--- config.mk ---
export PLATFORM = sky130hd
export DESIGN_NAME = four_state_stepper
export DESIGN_NICKNAME = d
export VERILOG_FILES = /design/src/rtl/four_state_stepper_pkg.sv /design/src/rtl/four_state_stepper_btn_debouncer.sv /design/src/rtl/four_state_stepper.sv
export SDC_FILE = /design/constraint.sdc
export NUM_CORES = 1
export LEC_CHECK = 0
export CORE_AREA = 8 8 61 73
export DETAILED_ROUTE_END_ITERATION = 8
export DIE_AREA = 0 0 69 81
export MAX_ROUTING_LAYER = met4
export PLACE_DENSITY = 0.69
export SETUP_SLACK_MARGIN = 0.3
export SYNTH_ARGS = -nofsm -noshare
export SYNTH_HDL_FRONTEND = slang
export SYNTH_SLANG_ARGS = --single-unit
--- constraint.sdc ---
create_clock -name clk -period 4.55 [get_ports clk]
set_input_delay 0.91 -clock clk [delete_from_list [all_inputs] [get_ports clk]]
set_output_delay 0.91 -clock clk [all_outputs]
set_load 0.05 [all_outputs]
--- src/rtl/four_state_stepper_pkg.sv ---
// Shared types and constants for the four-state stepper: state encoding, LED/7-segment decode, direction codes.
package four_state_stepper_pkg;

   localparam int STATE_W = 2;

   typedef enum logic [STATE_W-1:0] {
      ST_0 = 2'd0,
      ST_1 = 2'd1,
      ST_2 = 2'd2,
      ST_3 = 2'd3
   } state_e;

   localparam logic DIR_UP   = 1'b0;
   localparam logic DIR_DOWN = 1'b1;

   // Active-low {g,f,e,d,c,b,a} digit patterns, indexed by state.
   localparam logic [6:0] SEG_DIGIT [0:3] = '{
      7'b1000000,
      7'b1111001,
      7'b0100100,
      7'b0110000
   };

   function automatic logic [3:0] led_onehot(input state_e s);
      return 4'b0001 << s;
   endfunction

endpackage

--- src/rtl/four_state_stepper_btn_debouncer.sv ---
// Pushbutton front end: 2-FF synchronizer, stability counter, arming latch and one-cycle press strobe.
module btn_debouncer #(
   parameter  int DEBOUNCE_CYCLES = 50000,
   localparam int DB_W            = $clog2(DEBOUNCE_CYCLES)
) (
   input  logic clk,
   input  logic rst_n,
   input  logic btn_i,
   output logic press_o
);

   localparam logic [DB_W-1:0] CNT_LAST = DB_W'(DEBOUNCE_CYCLES - 1);

   logic            sync1_q;
   logic            btn_s_q;
   logic [1:0]      vld_q;
   logic            stable_q;
   logic            stable_d;
   logic            stable_prev_q;
   logic [DB_W-1:0] cnt_q;
   logic [DB_W-1:0] cnt_d;
   logic            armed_q;

   always_comb begin
      stable_d = stable_q;
      cnt_d    = cnt_q + DB_W'(1);
      if (btn_s_q == stable_q) begin
         cnt_d = '0;
      end else if (cnt_q == CNT_LAST) begin
         stable_d = btn_s_q;
         cnt_d    = '0;
      end
   end

   // vld_q keeps the reset value of the sync chain from arming a button that is held through reset.
   always_ff @(posedge clk or negedge rst_n) begin
      if (!rst_n) begin
         sync1_q       <= 1'b0;
         btn_s_q       <= 1'b0;
         vld_q         <= 2'b00;
         stable_q      <= 1'b0;
         stable_prev_q <= 1'b0;
         cnt_q         <= '0;
         armed_q       <= 1'b0;
      end else begin
         sync1_q       <= btn_i;
         btn_s_q       <= sync1_q;
         vld_q         <= {vld_q[0], 1'b1};
         stable_q      <= stable_d;
         stable_prev_q <= stable_q;
         cnt_q         <= cnt_d;
         if (vld_q[1] && !btn_s_q) begin
            armed_q <= 1'b1;
         end
      end
   end

   assign press_o = stable_q & ~stable_prev_q & armed_q;

endmodule

--- src/rtl/four_state_stepper.sv ---
// Four-state up/down sequencer stepped by debounced button presses, with registered LED and 7-segment decode.
//   state | meaning
//   ST_0  | digit 0, led[0]
//   ST_1  | digit 1, led[1]
//   ST_2  | digit 2, led[2]
//   ST_3  | digit 3, led[3]  (wraps to ST_0 going up, from ST_0 going down)
module four_state_stepper
   import four_state_stepper_pkg::*;
#(
   parameter  int DEBOUNCE_CYCLES = 50000,
   localparam int DB_W            = $clog2(DEBOUNCE_CYCLES)
) (
   input  logic               clk,
   input  logic               rst_n,
   input  logic               btn,
   input  logic               sw_en,
   input  logic               dir,
   output logic [STATE_W-1:0] Q,
   output logic               step_pulse,
   output logic [3:0]         led,
   output logic [6:0]         seg
);

   logic   press;
   logic   dir_sync1_q;
   logic   dir_s_q;
   state_e state_q;
   state_e state_d;
   logic   step_q;
   logic [3:0] led_q;
   logic [6:0] seg_q;

   btn_debouncer #(
      .DEBOUNCE_CYCLES (DEBOUNCE_CYCLES)
   ) u_btn_debouncer (
      .clk     (clk),
      .rst_n   (rst_n),
      .btn_i   (btn),
      .press_o (press)
   );

   always_comb begin
      state_d = state_e'(state_q + 2'd1);
      if (dir_s_q == DIR_DOWN) begin
         state_d = state_e'(state_q - 2'd1);
      end
   end

   always_ff @(posedge clk or negedge rst_n) begin
      if (!rst_n) begin
         dir_sync1_q <= 1'b0;
         dir_s_q     <= 1'b0;
         state_q     <= ST_0;
         step_q      <= 1'b0;
         led_q       <= 4'b0001;
         seg_q       <= SEG_DIGIT[0];
      end else begin
         dir_sync1_q <= dir;
         dir_s_q     <= dir_sync1_q;
         step_q      <= 1'b0;
         // A press seen while sw_en is low is dropped, not held for later.
         if (press && sw_en) begin
            state_q <= state_d;
            step_q  <= 1'b1;
            led_q   <= led_onehot(state_d);
            seg_q   <= SEG_DIGIT[state_d];
         end
      end
   end

   assign Q          = state_q;
   assign step_pulse = step_q;
   assign led        = led_q;
   assign seg        = seg_q;

endmodule
# [Yosys cells after proc, flatten, opt, wreduce, memory -nomap -nowiden]
# Cells that the tools add are included.
[word_totals] elab_cells=36 regBits=39 out_inout_bits=14 in_bits=5
[classes] n_addsub=3 n_reduce_logical=4 eq_ne=2 shifts=1 n_mux=7 bitwise=5 order_cmp=1
[ops] op="$mux W16" n=2
[ops] op="$add A16 B1 Y16 const B" n=1
[ops] op="$eq A16 B16 Y1 const B" n=1
[ops] op="$bmux W7 S2" n=1
[ops] op="$mux W7" n=2
[ops] op="$shl A1 B2 Y4 const A" n=1
[ops] op="$ge A3 B3 Y1 const B" n=1
[ops] op="$not A2 Y3" n=1
[ops] op="$add A2 B1 Y2 const B" n=1
[ops] op="$and A1 B1 Y1" n=2
[ops] op="$logic_and A1 B1 Y1" n=2
[ops] op="$mux W2" n=1
[ops] op="$not A1 Y1" n=2
[ops] op="$reduce_and A2 Y1" n=1
[ops] op="$sub A2 B1 Y2 const B" n=1
[ops] op="$eq A1 B1 Y1" n=1
[ops] op="$logic_not A1 Y1" n=1
[ops] op="$mux W1" n=1

# [Logic depth before layout (Yosys ltp)]
[depth] word_depth=6 ltp_mapped=6

# [Modules after synthesis]
# From an unflattened synthesis, not the netlist that was laid out.
[hier_totals] hier_cells=133 area_unflattened_um2=1582.8
[by_module_without_submodules] mod="btn_debouncer" cells_each=93 seq_area_each_um2=575.6 area_each_um2=1012.2 instances=1
[by_module_without_submodules] mod="four_state_stepper" cells_each=40 seq_area_each_um2=302.8 area_each_um2=570.5 instances=1

# [Worst setup path before layout]
# No wires, ideal clock.
[synth_timing] path_type="register to output" start="register led[1] (netlist name)" end="output port seg[0]" t_arrival_ns=0.922 slack_ns=2.718 path_stages_with_launch=2 n_path_buf=1 cell_sequence="dfrtp_1 -> buf_4"
[synth_rtl] element="end: declaration" line="four_state_stepper.sv:21" text="output logic [6:0] seg"

# [Worst setup path after layout]
[layout_timing] start="register seg_q[6], in the netlist seg[6]" end="output port seg[6]"
[layout_rtl] element="start: declaration" line="four_state_stepper.sv:31" text="logic [6:0] seg_q;"
[layout_rtl] element="start signal: assignment" line="four_state_stepper.sv:56" text="seg_q <= SEG_DIGIT[0];"
[layout_rtl] element="start signal: assignment" line="four_state_stepper.sv:66" text="seg_q <= SEG_DIGIT[state_d];"
# No word-level cell between the ends.

==> results.rst <==
.. list-table::
   :header-rows: 1

   * - Metric
     - Value
   * - Number of H-tree branching levels
     - 2
   * - Fin crit share
     - between 50% and 60%
   * - Final-report max-slew violation count
     - 0
   * - Synthesis Warnings
     - 0
   * - Dpl cell area
     - 0.00173 mm2
   * - Total of flip-flops plus latches after synthesis
     - 35
   * - Category of the worst setup path capture point
     - output pin
   * - Horiz. Die Dim
     - 69 um
   * - Startpoint Class
     - flop
   * - Routed length per placed instance
     - approximately 14 um
   * - Sequential fraction of design power
     - between 50% and 60%
   * - Area used by multi-input combinational logic
     - 602 um2
   * - Internal power consumption
     - 501 uW
   * - Count of hold-fix buffers inserted at cts
     - 0
   * - Post-CTS Setup Inserts
     - 0
   * - Worst Hold Class
     - flop to flop
   * - Startpoint-to-endpoint class of the critical path
     - flop to output pin
   * - Util after Layout
     - 56.3%
   * - Combined global-route utilization of all metal layers
     - a little over a tenth
   * - Average instance area after synthesis
     - around 11 um2
   * - Netlist cell types
     - 27
   * - Filler instances
     - around 300
   * - Delay contributed by the slowest stage of the critical path
     - roughly 0.80 ns
   * - FP Rows
     - 23
   * - Floorplan core area
     - approximately 0.0033 mm2
   * - Global-route wire length before repair
     - between 4000 and 5000 um
   * - Net count of the mapped netlist
     - 154
   * - Detailed-route vias per instance
     - 5.13
   * - Count of clock tree sinks
     - 35
   * - Initial Util
     - 47.6%
   * - Most instantiated flip-flop cell in the synthesis netlist
     - sky130_fd_sc_hd__dfrtp_1
   * - Clk Tree Root Cell
     - sky130_fd_sc_hd__clkbuf_8
   * - TritonCTS clock tree
     - built
   * - Gate count after technology mapping
     - 143
   * - Clock Latency Late Sink
     - approximately 0.28 ns
   * - Kind of cell adding the most delay to the critical path
     - buffers and inverters
   * - Layout cells sized above 1
     - 9.88%
   * - Clock transition at the registers of the reported paths
     - around 0.07 ns
   * - Number of vias in the routed layout
     - between 1000 and 1500
   * - Portion of the post-synthesis area used by sequential elements
     - 56.2%
   * - Number of standard cells in the final layout excluding fillers
     - 199
   * - Clock buffers created by TritonCTS
     - 5
   * - Tightest slew margin relative to the limit
     - about half
   * - Worst Path Arrival
     - 1.62 ns
   * - Post-placement cell count
     - 191
   * - Area contributors post-synth
     - sky130_fd_sc_hd__dfrtp_1 (53%), sky130_fd_sc_hd__xnor2_1 (7.3%), sky130_fd_sc_hd__ha_1 (4.8%), sky130_fd_sc_hd__nand2_1 (4.8%), sky130_fd_sc_hd__nor2_1 (4.3%)
   * - Number of nets at the end of the flow
     - 172
   * - CP Buf/Inv Count
     - 1
   * - Die Height
     - 81 um
   * - Crit path required time
     - 3.64 ns
   * - Net switching power
     - about 120 uW
   * - Final clock skew
     - 0.00368 ns
   * - Cell area after layout
     - 0.00185 mm2
   * - Area growth from synthesis to layout
     - 18.3%
   * - Count of cell instances traversed by the critical path
     - 1
   * - GRT overflow
     - 0
   * - Number of max-cap violations
     - 0
   * - Maximum vdd drop
     - 0.246 mV
   * - Share of flip-flops with an asynchronous set or reset
     - between 90% and 100%
   * - Max Buffers Root-to-Sink
     - 2
   * - Count of routing violations after the opening detailed-route iteration
     - 34
   * - Post-route DRC
     - 0
   * - Pre-Repair DR Iteration Count
     - 4
   * - Post-CTS Resized
     - 0
   * - Setup violators final
     - 0
   * - Pin count of the biggest net entering global routing
     - 36
   * - Time the worst path needs with I/O delays and setup
     - 2.53 ns
   * - Final setup slack of the worst path
     - about 2.0 ns
   * - Leak pwr
     - 0.822 nW
   * - Hold Worst Slack
     - 0.349 ns
   * - Power density over the cells
     - around 340 mW/mm2
   * - CP Max Fanout
     - 2
   * - Number of flops mapped to enable cells by yosys
     - 0
   * - Number of port buffers
     - 17
   * - Vias in the first global route
     - between 1000 and 1500
   * - Outcome
     - finished, final reports clean
   * - Overall power after layout
     - 625 uW
   * - Tightest Pin Transition
     - a little over 0.7 ns
   * - Maximum clock frequency
     - 396 MHz
   * - HPWL after detailed placement
     - ~1900 um
   * - I/O pin count
     - 19
   * - Critical Path, Cell by Cell
     - clkdlybuf4s50_1
   * - Post-route antenna net violation count
     - 0
   * - Reg2reg path depth
     - 4
   * - RSZ-0062 raised after global routing
     - false
   * - Switching share of power
     - just under 20%
   * - Combined area of all synthesized cells
     - roughly 0.0016 mm2
   * - Combined flip-flop and latch cell area
     - 878 um2
   * - Most frequent cells after synthesis
     - sky130_fd_sc_hd__dfrtp_1 (33), sky130_fd_sc_hd__nand2_1 (20), sky130_fd_sc_hd__nor2_1 (18), sky130_fd_sc_hd__xnor2_1 (13), sky130_fd_sc_hd__inv_1 (7)
   * - RD Place Congestion
     - 0.859
   * - Area share of the leading cell type in the synthesized netlist
     - approximately 53%
   * - Hold violation total from the final report
     - 0
   * - Library cell with the largest summed area after synthesis
     - sky130_fd_sc_hd__dfrtp_1
   * - Initial antenna violation count
     - 0
   * - Setup WS pre-CTS
     - 2.27 ns
   * - Part of the power in the clock network
     - 45.5%
   * - Slowest stage cell on the critical path
     - sky130_fd_sc_hd__clkdlybuf4s50_1
   * - Antenna diodes
     - 0
   * - Hold Path Depth
     - 0
   * - Overall routed net length
     - 2700 um
   * - Setup TNS Final
     - 0 ns
   * - Most used standard cell by instance count after synthesis
     - sky130_fd_sc_hd__dfrtp_1
   * - Die area
     - 0.00559 mm2
   * - Comb power frac
     - 3.4%
==> final timing paths <==
check / start / end / slack [ns]
max: seg[6] / seg[6] / 2.02
min: u_btn_debouncer.sync1_q / u_btn_debouncer.btn_s_q / 0.35
max reg2reg: u_btn_debouncer.cnt_q[8] / u_btn_debouncer.stable_q / 2.72
min reg2reg: u_btn_debouncer.sync1_q / u_btn_debouncer.btn_s_q / 0.35
max in group asynchronous: rst_n / led[0] / 3.18
min in group asynchronous: rst_n / u_btn_debouncer.cnt_q[12] / 1.02
==> per-layer routing <==
| layer | wire (um) | vias up | global-route usage [%] |
|---|---|---|---|
| met1 | 1180 | 489 | 10.1 |
| met4 | 70 | 0 | 6.57 |
| met5 | 0 | - | - |
| met3 | 173 | 8 | 4.99 |
| met2 | 1280 | 29 | 17.7 |
| li1 | - | 494 | - |
==> power by group through the flow <==
stage	combinational [mW]	sequential [mW]	clock (mW)
after floorplan	0.0117	0.324	0
after detailed placement	0.0221	0.325	0
final	0.0215	0.319	0.284
after global placement	0.0219	0.325	0
after global routing	0.0252	0.319	0.304
after CTS	0.0223	0.319	0.293
==> area by class of cell <==
cell class	instances	share of cell area [%]
well taps	37	2.51
inverters	7	1.42
clock inverters	2	1.90
flip-flops and latches	35	47.5
repair buffers	18	9.61
multi-input cells	94	32.6
clock buffers	6	4.47
==> sequential cells by signal, summed over array words and instances, names as in the netlist <==
name,count
Q,2
seg,3
u_btn_debouncer.cnt_q,16
u_btn_debouncer.armed_q,1
led,4
u_btn_debouncer.sync1_q,1
dir_s_q,1
u_btn_debouncer.btn_s_q,1
step_pulse,1
u_btn_debouncer.vld_q,2
dir_sync1_q,1
u_btn_debouncer.stable_q,1
u_btn_debouncer.stable_prev_q,1
==> worst register-to-register path, stage by stage, from the launching register on <==
cell and delay (ns):
sky130_fd_sc_hd__dfrtp_1 0.44, sky130_fd_sc_hd__nand3_1 0.14, sky130_fd_sc_hd__nor4b_1 0.66, sky130_fd_sc_hd__nand3_2 0.16
sky130_fd_sc_hd__mux2_4 0.32
==> layout by cell type, fill, tap and decap left out, types with 2 or more instances in the layout <==
master,n
sky130_fd_sc_hd__nand2_1,20
sky130_fd_sc_hd__nor2_1,18
sky130_fd_sc_hd__nor3_1,3
sky130_fd_sc_hd__clkdlybuf4s50_1,17
sky130_fd_sc_hd__nor4_1,4
sky130_fd_sc_hd__o21ai_0,3
sky130_fd_sc_hd__clkbuf_8,6
sky130_fd_sc_hd__dfstp_2,2
sky130_fd_sc_hd__conb_1,2
sky130_fd_sc_hd__dfrtp_1,33
sky130_fd_sc_hd__ha_1,6
sky130_fd_sc_hd__xnor2_1,13
sky130_fd_sc_hd__and3_1,2
sky130_fd_sc_hd__nand4_1,5
sky130_fd_sc_hd__xor2_1,4
sky130_fd_sc_hd__inv_1,7
sky130_fd_sc_hd__nand3_1,5
==> kinds of logic (layout without fill, tap and decap cells) <==
family	after synthesis	after routing	share of synthesized area [%]
multiplexers	1	1	0.960
AND/OR/NAND/NOR	63	63	20.2
other	2	2	0.481
XOR/XNOR	17	17	9.53
flip-flops	35	35	56.2
adder cells (fa/ha/maj)	6	6	4.80
buffers and inverters	14	33	5.28
AO/OA/AOI/OAI	5	5	2.56
Note: power is estimated with default switching activity, not from simulation.
